## src/rtl/pedal_pkg.sv

```systemverilog
// Shared types and constants for the pedal-board effect chain controllers.
package pedal_pkg;

   localparam int N_STAGES_DEF = 4;

   localparam int STG_OD   = 0;
   localparam int STG_TREM = 1;
   localparam int STG_VIB  = 2;
   localparam int STG_ECHO = 3;

   typedef enum logic [2:0] {
      ST_IDLE,
      ST_SCAN,
      ST_WAIT,
      ST_RELEASE,
      ST_COMMIT
   } seq_state_t;

endpackage

```

## src/rtl/stage_watchdog.sv

```systemverilog
// Per-stage handshake watchdog: expires once TIMEOUT cycles have been spent
// in WAIT/RELEASE since the last clear (counting the current cycle).
module stage_watchdog #(
   parameter int TIMEOUT = 1023
) (
   input  logic clk_i,
   input  logic rst_i,
   input  logic clear_i,
   input  logic run_i,
   output logic expired_o
);

   localparam int              W    = $clog2(TIMEOUT + 1);
   localparam logic [W-1:0]    LOAD = W'(TIMEOUT - 1);

   logic [W-1:0] remain_q, remain_d;

   // Down-counter of cycles left; holds at zero so expiry stays visible.
   always_comb begin
      remain_d = remain_q;
      if (clear_i) begin
         remain_d = LOAD;
      end else if (run_i && (remain_q != '0)) begin
         remain_d = remain_q - 1'b1;
      end
   end

   always_ff @(posedge clk_i) begin
      if (rst_i) begin
         remain_q <= LOAD;
      end else begin
         remain_q <= remain_d;
      end
   end

   assign expired_o = (remain_q == '0);

endmodule

```

## src/rtl/effect_chain_sequencer.sv

```systemverilog
// Per-frame START/DONE sequencer for the effect chain, with a one-deep frame
// buffer, per-stage watchdog and sticky overrun/timeout flags.
//
// state      | meaning
// IDLE       | no frame in progress; accepts a strobe or the pending frame
// SCAN       | looks at en_q[idx]; skips disabled stages one per cycle
// WAIT       | start[idx] high until done[idx] or watchdog expiry
// RELEASE    | start low, waiting for done[idx] to drop (or expiry)
// COMMIT     | one-cycle commit pulse, chain output is final
module effect_chain_sequencer
   import pedal_pkg::*;
#(
   parameter int N_STAGES = N_STAGES_DEF,
   parameter int TIMEOUT  = 1023
) (
   input  logic                        clk_i,
   input  logic                        rst_i,
   input  logic                        frame_valid_i,
   input  logic [N_STAGES-1:0]         enable_i,
   input  logic [N_STAGES-1:0]         done_i,
   input  logic                        clear_err_i,
   output logic [N_STAGES-1:0]         start_o,
   output logic [N_STAGES-1:0]         bypass_o,
   output logic [$clog2(N_STAGES)-1:0] cur_stage_o,
   output logic                        commit_o,
   output logic                        busy_o,
   output logic                        overrun_o,
   output logic                        timeout_err_o
);

   localparam int            IW   = $clog2(N_STAGES);
   localparam logic [IW-1:0] LAST = IW'(N_STAGES - 1);

   seq_state_t          state_q, state_d;
   logic [IW-1:0]       idx_q, idx_d;
   logic [N_STAGES-1:0] en_q, en_d;
   logic [N_STAGES-1:0] bypass_q, bypass_d;
   logic                pending_q, pending_d;
   logic                overrun_q, overrun_d;
   logic                terr_q, terr_d;
   logic                ovr_set, terr_set;
   logic                wd_clear, wd_run, wd_expired;

   stage_watchdog #(.TIMEOUT(TIMEOUT)) u_watchdog (
      .clk_i     (clk_i),
      .rst_i     (rst_i),
      .clear_i   (wd_clear),
      .run_i     (wd_run),
      .expired_o (wd_expired)
   );

   always_ff @(posedge clk_i) begin
      if (rst_i) begin
         state_q   <= ST_IDLE;
         idx_q     <= '0;
         en_q      <= '0;
         bypass_q  <= '1;
         pending_q <= 1'b0;
         overrun_q <= 1'b0;
         terr_q    <= 1'b0;
      end else begin
         state_q   <= state_d;
         idx_q     <= idx_d;
         en_q      <= en_d;
         bypass_q  <= bypass_d;
         pending_q <= pending_d;
         overrun_q <= overrun_d;
         terr_q    <= terr_d;
      end
   end

   always_comb begin
      state_d   = state_q;
      idx_d     = idx_q;
      en_d      = en_q;
      bypass_d  = bypass_q;
      pending_d = pending_q;
      ovr_set   = 1'b0;
      terr_set  = 1'b0;
      wd_clear  = 1'b0;
      wd_run    = (state_q == ST_WAIT) || (state_q == ST_RELEASE);

      unique case (state_q)
         ST_IDLE: begin
            if (frame_valid_i || pending_q) begin
               en_d      = enable_i;
               bypass_d  = ~enable_i;
               idx_d     = '0;
               // A fresh strobe arriving while the buffered frame launches is kept.
               pending_d = pending_q && frame_valid_i;
               state_d   = ST_SCAN;
            end
         end
         ST_SCAN: begin
            if (en_q[idx_q]) begin
               wd_clear = 1'b1;
               state_d  = ST_WAIT;
            end else if (idx_q == LAST) begin
               state_d = ST_COMMIT;
            end else begin
               idx_d = idx_q + 1'b1;
            end
         end
         ST_WAIT: begin
            if (done_i[idx_q]) begin
               state_d = ST_RELEASE;
            end else if (wd_expired) begin
               terr_set         = 1'b1;
               bypass_d[idx_q]  = 1'b1;
               state_d          = ST_RELEASE;
            end
         end
         ST_RELEASE: begin
            if (!done_i[idx_q] || wd_expired) begin
               if (done_i[idx_q]) begin
                  terr_set        = 1'b1;
                  bypass_d[idx_q] = 1'b1;
               end
               if (idx_q == LAST) begin
                  state_d = ST_COMMIT;
               end else begin
                  idx_d   = idx_q + 1'b1;
                  state_d = ST_SCAN;
               end
            end
         end
         ST_COMMIT: begin
            state_d = ST_IDLE;
         end
         default: begin
            state_d = ST_IDLE;
         end
      endcase

      if (frame_valid_i && (state_q != ST_IDLE)) begin
         if (!pending_q) begin
            pending_d = 1'b1;
         end else begin
            ovr_set = 1'b1;
         end
      end

      // Set beats clear when both land in the same cycle.
      overrun_d = ovr_set  ? 1'b1 : (clear_err_i ? 1'b0 : overrun_q);
      terr_d    = terr_set ? 1'b1 : (clear_err_i ? 1'b0 : terr_q);
   end

   always_comb begin
      start_o = '0;
      if (state_q == ST_WAIT) begin
         start_o[idx_q] = 1'b1;
      end
      commit_o      = (state_q == ST_COMMIT);
      busy_o        = (state_q != ST_IDLE);
      bypass_o      = bypass_q;
      cur_stage_o   = idx_q;
      overrun_o     = overrun_q;
      timeout_err_o = terr_q;
   end

endmodule

```

## config.mk

```make
export PLATFORM = sky130hd
export DESIGN_NAME = effect_chain_sequencer
export DESIGN_NICKNAME = d
export VERILOG_FILES = /design/src/rtl/pedal_pkg.sv /design/src/rtl/stage_watchdog.sv /design/src/rtl/effect_chain_sequencer.sv
export SDC_FILE = /design/constraint.sdc
export NUM_CORES = 1
export LEC_CHECK = 0
export ABC_AREA = 1
export CAP_MARGIN = 10
export CELL_PAD_IN_SITES_DETAIL_PLACEMENT = 0
export CELL_PAD_IN_SITES_GLOBAL_PLACEMENT = 2
export CORE_ASPECT_RATIO = 1.4
export CORE_MARGIN = 2
export CORE_UTILIZATION = 31
export CTS_BUF_LIST = sky130_fd_sc_hd__clkbuf_16
export DETAILED_ROUTE_END_ITERATION = 16
export GPL_ROUTABILITY_DRIVEN = 0
export GPL_TIMING_DRIVEN = 1
export PLACE_DENSITY = 0.85
export SETUP_SLACK_MARGIN = 0.15
export SYNTH_ARGS = -nofsm -noshare
export SYNTH_HDL_FRONTEND = slang
export SYNTH_SLANG_ARGS = --single-unit
```

## constraint.sdc

```tcl
create_clock -name clk_i -period 2.7 [get_ports clk_i]
set_input_delay 0.405 -clock clk_i [delete_from_list [all_inputs] [get_ports clk_i]]
set_output_delay 0.405 -clock clk_i [all_outputs]
set_load 0.01 [all_outputs]
```

==> flow_metrics.env <==
export IMPL_status="finished, final reports clean"
export IMPL_rows=30
export IMPL_regToRegEndpoint="bypass_o[1]"
export IMPL_rsz0062_at_grt="no"
export IMPL_die_y_um=88.0
export IMPL_drt_initial_drc_count=35
export IMPL_cts_resized=0
export IMPL_r2r_setup_slack_ps=940
export IMPL_timing_setup_tns_ps=0
export IMPL_cts_sinks=26
export IMPL_syn_area_per_cell_sq_um=6.67
export IMPL_clockBufferDepth=2
export IMPL_cp_top_family="buffers and inverters"
export IMPL_dr_total_vias=1507
export IMPL_dieArea_sq_um=5630
export IMPL_antenna_found_initial=0
export IMPL_critical_path_max_fanout=9
export IMPL_pin_count=26
export IMPL_crit_slowest_cell="dfxtp_1"
export IMPL_hp_start="u_watchdog.remain_q[6]"
export IMPL_ant_nets=0
export IMPL_synthCells=234
export IMPL_r2r_start="u_watchdog.remain_q[0]"
export IMPL_relSlewSlack_pct=72.2
export IMPL_yosys_top_cells_area="dfxtp_1, nand2_1, nand3_1, inv_1, nor2_1"
export IMPL_numCtsBuffers=3
export IMPL_critPathRequiredTime_ps=2300
export IMPL_syn_area_sq_um=1560
export IMPL_whs_ps=463
export IMPL_cp_start_kind="register"
export IMPL_grt_ovfl_total=0
export IMPL_path_class="register to output port"
export IMPL_maxCapViolations=0
export IMPL_yosys_register_bits=26
export IMPL_fin_skew_ps=6.54
export IMPL_period_minus_slack_ps=2310
export IMPL_hp_class="register to register"
export IMPL_area_delta_synth_final_pct=27.9
export IMPL_drc=0
export IMPL_clock_latency_ps=270
export IMPL_seq_area_sq_um=520
export IMPL_die_w_um=64.0
export IMPL_n_antenna_cell=0
export IMPL_synth_top_area_share_pct=33.3
export IMPL_yosysTopAreaCell="dfxtp_1"
export IMPL_fill_cells=519
export IMPL_drive_gt1_share_pct=13.4
export IMPL_post_drt_wl_per_cell_um=12.4
export IMPL_yosys_warnings=0
export IMPL_dr_pass1_iters=4
export IMPL_layout_common_cells="nand2_1, nand3_1, dfxtp_1"
export IMPL_crit_chain="ha_1 -> inv_1 -> nor2_1 -> clkdlybuf4s50_1"
export IMPL_crit_arrival_ps=1910
export IMPL_final_common_cell="nand2_1"
export IMPL_clk_pin_slew_ps=70
export IMPL_whs_endpoint="u_watchdog.remain_q[6]"
export IMPL_start_util_pct=32.2
export IMPL_cts_root_buf="clkbuf_16"
export IMPL_cts_tree="built"
export IMPL_routed_wl_um=4030
export IMPL_ir_drop_v=0.000375
export IMPL_syn_num_nets=251
export IMPL_grt_pass1_wl_um=6840
export IMPL_min_path_cells=2
export IMPL_port_buffers=25
export IMPL_viasPerCell=4.62
export IMPL_h_tree_depth=1
export IMPL_fin_crit_sh_pct=85.6
export IMPL_end_kind="output port"
export IMPL_max_freq_mhz=432
export IMPL_power_leakage_nw=0.884
export IMPL_grt_pass1_vias=1484
export IMPL_core_area_sq_um=4840
export IMPL_grt_max_degree=16
export IMPL_multi_input_area_sq_um=910
export IMPL_grt_util_all_layers_pct=15.9
export IMPL_setup_violations=0
export IMPL_nets=280
export IMPL_critPathBufInv=2
export IMPL_cts_hold_buf=0
export IMPL_hold_violations=0
export IMPL_synth_cell_types=27
export IMPL_critPathMaxStageDelay_ps=560
export IMPL_ys_seq_area_share_pct=33.3
export IMPL_hpwl_um=3270
export IMPL_reg2reg_depth=11
export IMPL_cts_setup_buffers=0
export IMPL_final_max_slew_viol_count=0
export IMPL_cellPowerDensity_nw_per_um2=939
export IMPL_worstMarginPinSlew_ps=416
## layer usage
| metal | global-route usage [%] | wire [um] |
|---|---|---|
| met5 | 0 | 0 |
| met4 | 6.72 | 71 |
| met3 | 2.70 | 100 |
| met2 | 30.6 | 2170 |
| met1 | 16.7 | 1690 |
## stage by stage
stage | cell area, sq um | utilization [%] | cells | total power, mW | setup slack [ps]
4_1_cts | 2000 | 41.2 | 326 | 1.90 | 346
3_5_place_dp | 1890 | 39.1 | 322 | 1.45 | 662
6_report | 2000 | 41.2 | 326 | 1.88 | 387
2_1_floorplan | 1560 | - | 234 | 1.17 | 1210
3_3_place_gp | 1890 | 39.1 | 322 | 1.46 | 638
5_1_grt | 2000 | 41.2 | 326 | 2.03 | 234
## final cells by class
type | count | area share (%)
multi-input combinational | 173 | 45.6
sequential | 26 | 26.1
timing repair buffer | 26 | 12.9
inverter | 33 | 6.20
tap | 64 | 4.01
clock buffer | 3 | 3.76
clock inverter | 1 | 1.50
## worst max path at each step
stage | cells past startpoint | startpoint | to
after floorplan | 11 | u_watchdog.remain_q[0] | bypass_o[0]
after global placement | 4 | cur_stage_o[0] | start_o[3]
after detailed placement | 4 | cur_stage_o[0] | start_o[3]
after CTS | 4 | cur_stage_o[0] | start_o[3]
after global routing | 4 | cur_stage_o[0] | start_o[3]
final | 4 | cur_stage_o[0] | start_o[3]
## logic make-up (layout without fill, tap and decap cells)
family / Yosys count / count (layout) / synth area share, %
buf+inv: 35 / 63 / 8.41
flops: 26 / 26 / 33.3
compound gates: 26 / 26 / 9.13
simple gates: 139 / 139 / 43.4
fa+ha+maj: 5 / 5 / 4.01
xor+xnor: 3 / 3 / 1.68
## report_power, final
group	leakage (nW)	internal (mW)	switching (mW)
Combinational	0.619	0.342	0.527
Sequential	0.213	0.470	0.0909
Clock	0.0511	0.296	0.151
Total	0.884	1.11	0.768
## tightest hold or removal path: stages, from the launching register on
cell     delay, ps
dfxtp_1        330
nand2_1         60
nand3_1         50
## synthesized netlist by cell type
cell      instances
o21ai_1           2
a21oi_1          10
or2_0             1
nand4_1           1
ha_1              5
buf_1             1
inv_2             7
nand3_2           2
clkinv_1          1
nand2_2           5
nor2_4            6
nor3_1            2
o211ai_1          3
o21ai_2           1
a31oi_1           1
o21ai_0           9
nand2_4           1
nor2_1           22
nand3_1          29
clkbuf_1          1
nand3_4           1
xor2_1            3
dfxtp_1          26
inv_1            25
nand2_1          61
nor2_2            7
nor3b_1           1
## registers in the layout, summed over array words and instances, names as in the netlist
register	flops
pending_q	1
overrun_o	1
timeout_err_o	1
u_watchdog.remain_q	10
state_q	3
en_q	4
cur_stage_o	2
bypass_o	4
Note: power is estimated with default switching activity, not from simulation.
